File: config.mk
export PLATFORM = sky130hd
export DESIGN_NAME = serial_compare_driver
export DESIGN_NICKNAME = d
export VERILOG_FILES = /design/src/rtl/serial_cmp_pkg.sv /design/src/rtl/piso_shifter.sv /design/src/rtl/serial_compare_driver.sv
export SDC_FILE = /design/constraint.sdc
export NUM_CORES = 1
export LEC_CHECK = 0
export CORE_ASPECT_RATIO = 1.25
export CORE_MARGIN = 2
export CORE_UTILIZATION = 51
export DETAILED_ROUTE_END_ITERATION = 7
export PLACE_DENSITY_LB_ADDON = 0.2
export SLEW_MARGIN = 5
export SYNTH_ARGS = -nofsm -noshare
export SYNTH_HDL_FRONTEND = slang
export SYNTH_SLANG_ARGS = --single-unit
File: constraint.sdc
create_clock -name clk -period 3.5 [get_ports clk]
set_clock_uncertainty 0.15 [all_clocks]
set_input_delay 0.525 -clock clk [delete_from_list [all_inputs] [get_ports clk]]
set_output_delay 0.525 -clock clk [all_outputs]
set_load 0.03 [all_outputs]
File: src/rtl/serial_cmp_pkg.sv
// Shared types and constants for the serial comparator driver.
// Holds the controller state encoding and the default operand width.
package serial_cmp_pkg;

  localparam int DEFAULT_WIDTH = 8;

  typedef enum logic [2:0] {
    ST_IDLE   = 3'd0,
    ST_CLEAR  = 3'd1,
    ST_SHIFT  = 3'd2,
    ST_SAMPLE = 3'd3,
    ST_RESULT = 3'd4
  } cmp_state_e;

endpackage

File: src/rtl/piso_shifter.sv
// Parallel-in serial-out shift register, MSB first.
// A load takes priority over a shift in the same cycle.
module piso_shifter #(
  parameter int WIDTH = 8
) (
  input  logic             clk,
  input  logic             reset,
  input  logic             load,
  input  logic             shift_en,
  input  logic [WIDTH-1:0] din,
  output logic             msb
);

  logic [WIDTH-1:0] sr_q;

  always_ff @(posedge clk or negedge reset) begin
    if (!reset) begin
      sr_q <= '0;
    end else if (load) begin
      sr_q <= din;
    end else if (shift_en) begin
      sr_q <= {sr_q[WIDTH-2:0], 1'b0};
    end
  end

  assign msb = sr_q[WIDTH-1];

endmodule

File: src/rtl/serial_compare_driver.sv
// Serialises an operand pair MSB-first into an external bit-serial comparator,
// then samples its gt/lt flags and returns a registered four-way result.
module serial_compare_driver
  import serial_cmp_pkg::*;
#(
  parameter int WIDTH = DEFAULT_WIDTH
) (
  input  logic             clk,
  input  logic             reset,
  input  logic             in_valid,
  output logic             in_ready,
  input  logic [WIDTH-1:0] a,
  input  logic [WIDTH-1:0] b,
  output logic             ser_x,
  output logic             ser_y,
  output logic             cmp_clear,
  input  logic             cmp_gt,
  input  logic             cmp_lt,
  output logic             out_valid,
  input  logic             out_ready,
  output logic             gt,
  output logic             lt,
  output logic             eq,
  output logic             err,
  output cmp_state_e       dbg_state
);

  localparam int CNT_W = $clog2(WIDTH);

  // Handshakes: a transfer happens on a rising edge where valid and ready are
  // both high; valid never waits on ready, and the payload is held while valid.
  cmp_state_e       state_q, state_d;
  logic [CNT_W-1:0] cnt_q;
  logic             accept;
  logic             shifting;
  logic             msb_x, msb_y;

  assign accept   = in_valid & in_ready;
  assign shifting = (state_q == ST_SHIFT);

  always_ff @(posedge clk or negedge reset) begin
    if (!reset) begin
      state_q <= ST_IDLE;
    end else begin
      state_q <= state_d;
    end
  end

  always_comb begin
    state_d = state_q;
    case (state_q)
      ST_IDLE:   if (accept) state_d = ST_CLEAR;
      ST_CLEAR:  state_d = ST_SHIFT;
      ST_SHIFT:  if (cnt_q == '0) state_d = ST_SAMPLE;
      ST_SAMPLE: state_d = ST_RESULT;
      ST_RESULT: if (out_ready) state_d = ST_IDLE;
      default:   state_d = ST_IDLE;
    endcase
  end

  // Counter parks at zero on the last shift cycle rather than wrapping.
  always_ff @(posedge clk or negedge reset) begin
    if (!reset) begin
      cnt_q <= '0;
    end else if (state_q == ST_CLEAR) begin
      cnt_q <= CNT_W'(WIDTH - 1);
    end else if (shifting && cnt_q != '0) begin
      cnt_q <= cnt_q - 1'b1;
    end
  end

  always_ff @(posedge clk or negedge reset) begin
    if (!reset) begin
      gt  <= 1'b0;
      lt  <= 1'b0;
      eq  <= 1'b0;
      err <= 1'b0;
    end else if (state_q == ST_SAMPLE) begin
      gt  <= cmp_gt & ~cmp_lt;
      lt  <= cmp_lt & ~cmp_gt;
      eq  <= ~cmp_gt & ~cmp_lt;
      err <= cmp_gt & cmp_lt;
    end
  end

  piso_shifter #(.WIDTH(WIDTH)) u_shift_x (
    .clk      (clk),
    .reset    (reset),
    .load     (accept),
    .shift_en (shifting),
    .din      (a),
    .msb      (msb_x)
  );

  piso_shifter #(.WIDTH(WIDTH)) u_shift_y (
    .clk      (clk),
    .reset    (reset),
    .load     (accept),
    .shift_en (shifting),
    .din      (b),
    .msb      (msb_y)
  );

  // Reset level gates the handshake outputs so they read idle while reset is held.
  assign in_ready  = reset & (state_q == ST_IDLE);
  assign out_valid = reset & (state_q == ST_RESULT);
  assign cmp_clear = ~reset | (state_q == ST_CLEAR);
  assign ser_x     = shifting & msb_x;
  assign ser_y     = shifting & msb_y;
  assign dbg_state = state_q;

endmodule

**Word-level counts from Yosys, hierarchy flattened**

Index checks and enable logic that the tools add are counted.

- Input port bits: 22
- Register bits after elaboration: 26
- Output and inout bits: 12

- Reductions and logical operators: 7
- Bitwise operators: 13
- Muxes and demuxes: 10
- $add $sub $neg: 1
- Eq/ne operators: 7

Operators with widths:

| operator | number |
|---|---|
| $mux W8 | 4 |
| $mux W3 | 5 |
| $pmux W3 S5 | 1 |
| $and A1 B1 Y1 | 9 |
| $eq A3 B2 Y1 const B | 2 |
| $logic_not A3 Y1 | 2 |
| $ne A2 B2 Y1 const B | 2 |
| $reduce_bool A2 Y1 | 2 |
| $eq A3 B1 Y1 const B | 1 |
| $eq A3 B3 Y1 const B | 1 |
| $not A1 Y1 | 3 |
| $reduce_and A3 Y1 | 1 |
| $reduce_bool A3 Y1 | 1 |
| $sub A3 B1 Y3 const B | 1 |
| $ne A2 B1 Y1 const B | 1 |
| $logic_and A1 B1 Y1 | 1 |
| $or A1 B1 Y1 | 1 |

**Logic depth before layout (Yosys ltp)**

Gate-level depths: netlist of the first run.

- Depth after elaboration: 5
- Gate-level depth with buffers: 6
- Depth with buffers taken out: 6

**By module**

Synthesis of the first run repeated with hierarchy kept, for this count alone.

- Cell total of the unflattened synthesis: 128
- Area total of the unflattened synthesis: 1,320.0 um^2

By module, submodules not included:

| module | instances | seq. area each (um^2) | area each (um^2) | cells each |
|---|---|---|---|---|
| piso_shifter | 2 | 200.2 | 369.1 | 34 |
| serial_compare_driver | 1 | 250.2 | 581.8 | 60 |

**Least setup slack after synthesis of the first run**

Ideal clock, no wire load.

- Kind: register to output
- Start point: reg state_q[1], in the netlist dbg_state[1]
- End point: out cmp_clear
- Arrival: 1.571 ns
- Stages on the path, launching flop included: 4
- Path slack: 1.254 ns
- Buffers on the path: 1
- Cells stage by stage: dfrtp_1 -> buf_2 -> nand2b_1 -> o21ai_0

- Cells in the longest elaborated chain, start to end: 2

Ends and longest elaborated chain:

| item | line | RTL |
|---|---|---|
| start: declaration | serial_compare_driver.sv:32 | `cmp_state_e state_q, state_d;` |
| start signal: assignment | serial_compare_driver.sv:45 | `state_q <= state_d;` |
| $eq A3 B1 Y1 | serial_compare_driver.sv:107 | `assign cmp_clear = ~reset \| (state_q == ST_CLEAR);` |
| $or A1 B1 Y1 | serial_compare_driver.sv:107 |  |
| end: declaration | serial_compare_driver.sv:16 | `output logic cmp_clear,` |

Every way passes these cells.

**Worst setup path in the final report of the first run**

- Start point: reg state_q[1], in the netlist dbg_state[1]
- End point: out ser_y

- Cells in the longest elaborated chain, start to end: 2

Ends and longest elaborated chain:

| item | line | RTL |
|---|---|---|
| $eq A3 B2 Y1 | serial_compare_driver.sv:39 | `assign shifting = (state_q == ST_SHIFT);` |
| $and A1 B1 Y1 | serial_compare_driver.sv:109 | `assign ser_y = shifting & msb_y;` |
| end: declaration | serial_compare_driver.sv:15 | `output logic ser_y,` |

Every way passes these cells.

==> results of run 1 <==
## cell usage in the layout (no fill, tap or decap), types with 2 or more instances in the layout
cell | Yosys | layout
nand3b_1 | 2 | 2
o21ai_0 | 6 | 6
ha_1 | 2 | 2
mux2_1 | 2 | 2
a221o_1 | 13 | 13
o22a_1 | 3 | 3
and2_1 | 3 | 3
inv_1 | 3 | 3
nand3_1 | 2 | 2
nor2_1 | 5 | 5
a21oi_1 | 6 | 6
buf_4 | 2 | 5
dfrtp_1 | 26 | 26
clkdlybuf4s50_1 | 0 | 32
nand2_1 | 6 | 6
clkbuf_4 | 0 | 3
and3_1 | 14 | 14
nand2b_1 | 6 | 6
## metrics by stage
step                      std cells  utilization (%)  hold WS (ns)  setup WS, ns  total power, W
final                           181             69.5         0.343         0.552         0.00130
after detailed placement        177             67.3         0.319         0.612         0.00111
after global routing            181             69.5         0.380         0.432         0.00139
after global placement          177             67.3         0.314         0.620         0.00108
after CTS                       181             69.5         0.350         0.538         0.00132
after floorplan                 114                -        0.0794          1.25        0.000924
## kinds of logic after synthesis
logic type / share of synthesized area [%]
DFF: 51.3
adders and majority gates: 1.97
buffers and inverters: 4.93
muxes: 1.78
and+or+nand+nor: 21.8
AOI/OAI and AO/OA: 18.2
## flip-flops by register name (all words and copies together) (netlist names)
signal / count
cnt_q: 3
dbg_state: 3
eq: 1
err: 1
gt: 1
lt: 1
u_shift_x.sr_q: 8
u_shift_y.sr_q: 8
## critical path, cell delays in order, from the launching register on
cell	delay, ns
dfrtp_1	0.64
nor3b_4	0.25
buf_4	0.25
and2_1	0.16
clkdlybuf4s50_1	0.66
## where the power goes
part / internal, W / switching (W) / leakage, nW
combinational: 0.000285 / 0.000283 / 0.423
clock: 0.000116 / 0.0000864 / 0.0279
sequential: 0.000425 / 0.000109 / 0.327
total: 0.000826 / 0.000479 / 0.778
## metal layers
metal  routed length, um  part of all wire, %  up-vias  GRT usage (%)
li1                    -                    -      496              -
met5                   0                    0        -              0
met3                  80                  3.0        2           3.25
met4                  16                 0.59        0           7.35
met1                1210                   45      516           27.3
met2                1400                   52       17           35.0
## path summary, 6_finish.rpt
check | cells after the start | start | slack [ns] | endpoint
max | 4 | dbg_state[1] | 0.55 | ser_y
min | 2 | gt | 0.34 | gt
max reg2reg | 4 | dbg_state[1] | 1.48 | u_shift_x.sr_q[6]
min reg2reg | 2 | gt | 0.34 | gt
max in group asynchronous | 2 | reset | 2.29 | u_shift_y.sr_q[5]
min in group asynchronous | 1 | reset | 0.36 | u_shift_x.sr_q[0]
## area by class of cell
type | count | area share, %
Clock buffer | 3 | 1.35
Tap cell | 33 | 2.47
Multi-Input combinational cell | 78 | 33.3
Clock inverter | 1 | 1.80
Timing Repair Buffer | 37 | 21.4
Sequential cell | 26 | 39.0
Inverter | 3 | 0.675
==> metrics.txt, run 1 <==
Async SR Flop Fraction=100%; NumNets Final=173; synth cell count leaders=26 x dfrtp_1, 14 x and3_1, 13 x a221o_1; power density over the cells=782 nW/um2; Final Slew Violations=0; Final Hold Viols=0; # rows=20; Die Ht=59.8 um; total number of vias=1031; Tot GR Track Use=20.7%; outcome=completed; Post-synth EDFFs=0; Layout area overhead=31.6%; Vias/cell=5.70; HPWL after DPL=1.90 mm; synth unique cells=27; CTS Hold Bufs=0; IO buf count=33; Setup CP Type=reg -> out; Fill cells=193; TNS Setup=0 ns; die area=2910 um2; final wirelength=2.71 mm; FF+latch area=651 um2; CORE AREA=2400 um2; die width=48.6 um; Iter 0 DRT Violations=26; CTS Root Cell=clkbuf_4; Max-Cap Viols=0; maximum fanout along the worst path=18; drc violations=0; postcts setup bufs=0; initial antenna violation count=0; crit path time final=2.95 ns; mapped cell area=1270 um2; total CTS buffers=3; Synth Register Bits=26; RSZ-0062 raised after global routing=false; worst hold path class=reg -> reg; antenna viol nets, final=0; Area contributors post-synth=dfrtp_1 51%, a221o_1 10%, and3_1 6.9%, nand2b_1 3.0%, a21oi_1 2.4%; Worst Setup End Kind=primary output; sequential area share after synthesis=51.3%; WP data required=2.82 ns; WL per Instance=15.0 um; main flop type after synthesis=dfrtp_1; Top Ports=34; crit path launch type=register; Clock transition at path regs=0.13 ns; number of global-route vias before repair=1004; pin count of the biggest net entering global routing=19; Max Clock Freq=0.339 GHz; final period utilization=84.2%; Peak VDD IR=0.000562 V; cell taking the most area after synthesis=dfrtp_1; Final setup viols=0; share of cells above drive strength 1=8.11%; Rel. slew slack=65.6%; worst-margin pin slew=0.515 ns; placed instance area=1620 um2; first-pass GRT wire length=4.67 mm; Initial Util=52.8%; most frequent cell after synthesis=dfrtp_1; Max clock buf depth=2; multi-input logic area=556 um2; TritonCTS Sinks=26; critical path arrival=2.27 ns; Synth top area share=51.3%; Skew-Pair Late Insertion Delay=0.31 ns; syn_nets=138; Pleak=0.778 nW; CTS tree=done; H-tree Lvls=1; GR Overflow Total=0; number of diodes=0; Placer Congestion=0.735; Final Cell Area=1670 um2; post_cts resized=0; First-pass DRT Iterations=4; Synth Instances=114; Yosys warning total=0; Avg Cell Area, Syn=11.1 um2
Note: power is estimated with default switching activity, not from simulation.
==> inputs of run 2 (changes only) <==
- CORE_UTILIZATION: 51 -> 43
- clock period: 3.5 -> 2.52 ns (I/O delays scaled with it)
==> run 2 against run 1 <==
Worst hold slack lost 0.031 ns. Via count is 2.9% lower. Sequential power increased by 33%. Highest routed layer unchanged. Largest power group unchanged.
==> metrics.txt, run 2 (synthesis results as in run 1) <==
worst-margin pin slew=0.468 ns; Final Cell Area=1670 um2; number of diodes=0; final setup margin=0.106 ns; critical path arrival=1.89 ns; final period utilization=95.8%; Tot GR Track Use=17.9%; Top Ports=34; Initial Util=44.3%; die area=3400 um2; total number of vias=1001; Setup CP Type=reg -> out; Skew-Pair Late Insertion Delay=0.31 ns; most frequent cells in the layout=29 x clkdlybuf4s50_1, 26 x dfrtp_1, 14 x and3_1; maximum fanout along the worst path=12; CP max stage delay=0.73 ns; largest registers=u_shift_x.sr_q x8, u_shift_y.sr_q x8; worst path cell trace=o21ai_0 > clkdlybuf4s50_1; Layout area overhead=31.3%; share of cells above drive strength 1=11.9%; commonest non-fill, non-tap cell in the layout=clkdlybuf4s50_1; HPWL after DPL=2.01 mm; reg2reg path depth=3; power density over the cells=1030 nW/um2; Final setup viols=0; Final Hold Viols=0; placed instance area=1640 um2; # rows=22; initial antenna violation count=0; first-pass GRT wire length=4.72 mm; Clock transition at path regs=0.12 ns; post_cts resized=0; Die Ht=64.7 um; outcome=completed; crit path time final=2.41 ns; final wirelength=2.75 mm; number of global-route vias before repair=1035; WP data required=1.99 ns; Peak VDD IR=0.000538 V; NumNets Final=177; pin count of the biggest net entering global routing=18; Max clock buf depth=2; crit path launch type=register; TNS Setup=0 ns; Vias/cell=5.35; dpl ws=0.242 ns; CTS Hold Bufs=0; Final Slew Violations=0; antenna viol nets, final=0; worst hold path class=in -> async; WL per Instance=14.7 um; CTS Root Cell=clkbuf_4; Pleak=0.790 nW; postcts setup bufs=0; First-pass DRT Iterations=4; slowest CP cell=clkdlybuf4s50_1; Worst Setup End Kind=primary output; Max-Cap Viols=0; Max Clock Freq=0.414 GHz; CORE AREA=2860 um2; Iter 0 DRT Violations=35; TritonCTS Sinks=26; IO buf count=33; Placer Congestion=0.741; CTS tree=done; GR Overflow Total=0; die width=52.6 um; RSZ-0062 raised after global routing=false; drc violations=0; total CTS buffers=3; H-tree Lvls=1; Rel. slew slack=68.7%
[run 2: changes by cell type in the layout (fill, tap and decap cells not counted), sizes merged]
cell and change:
buf +7, bufinv -1, clkdlybuf4s50 -3
[run 2: metrics by stage]
stage               power (W)  util (%)  std cells  hold slack [ns]
floorplan             0.00128         -        114          -0.0676
global placement      0.00153      57.4        184            0.316
detailed placement    0.00156      57.4        184            0.325
CTS                   0.00173      58.2        187            0.306
global route          0.00185      58.2        187            0.310
finish                0.00172      58.2        187            0.313
[run 2: worst max-delay path, delay by kind of cell (launching register included)]
kind	cells	cell delay [ns]
AO/OA/AOI/OAI	1	0.30
flip-flops	1	0.55
buffers and inverters	1	0.73
[run 2: final timing paths]
check                             startpoint                end  slack (ns)
max in group asynchronous              reset                err        1.70
worst min-delay path                   reset  u_shift_y.sr_q[6]        0.31
worst min register to register           err                err        0.35
min in group clk                         err                err        0.35
worst max register to register  dbg_state[2]  u_shift_x.sr_q[6]        0.60
worst max-delay path            dbg_state[2]          cmp_clear        0.11
[run 2: metal layers]
layer | track usage [%] | share of wire (%) | vias up
li1 | - | - | 500
met1 | 24.9 | 48 | 475
met2 | 29.1 | 48 | 24
met3 | 3.00 | 3.5 | 2
met4 | 3.85 | 0.58 | 0
met5 | 0 | 0 | -
[run 2: cell type report]
cell class                 count  area (um2)
inverter                       3        11.3
sequential                    26         651
fill                         254        1200
tap                           36        45.0
clock buffer                   3        22.5
multi-input combinational     78         556
timing repair buffer          41         380
[run 2: report_power, final]
| part | switching [W] | internal (W) |
|---|---|---|
| Combinational | 0.000430 | 0.000415 |
| Clock | 0.000111 | 0.0000559 |
| Sequential | 0.000117 | 0.000590 |
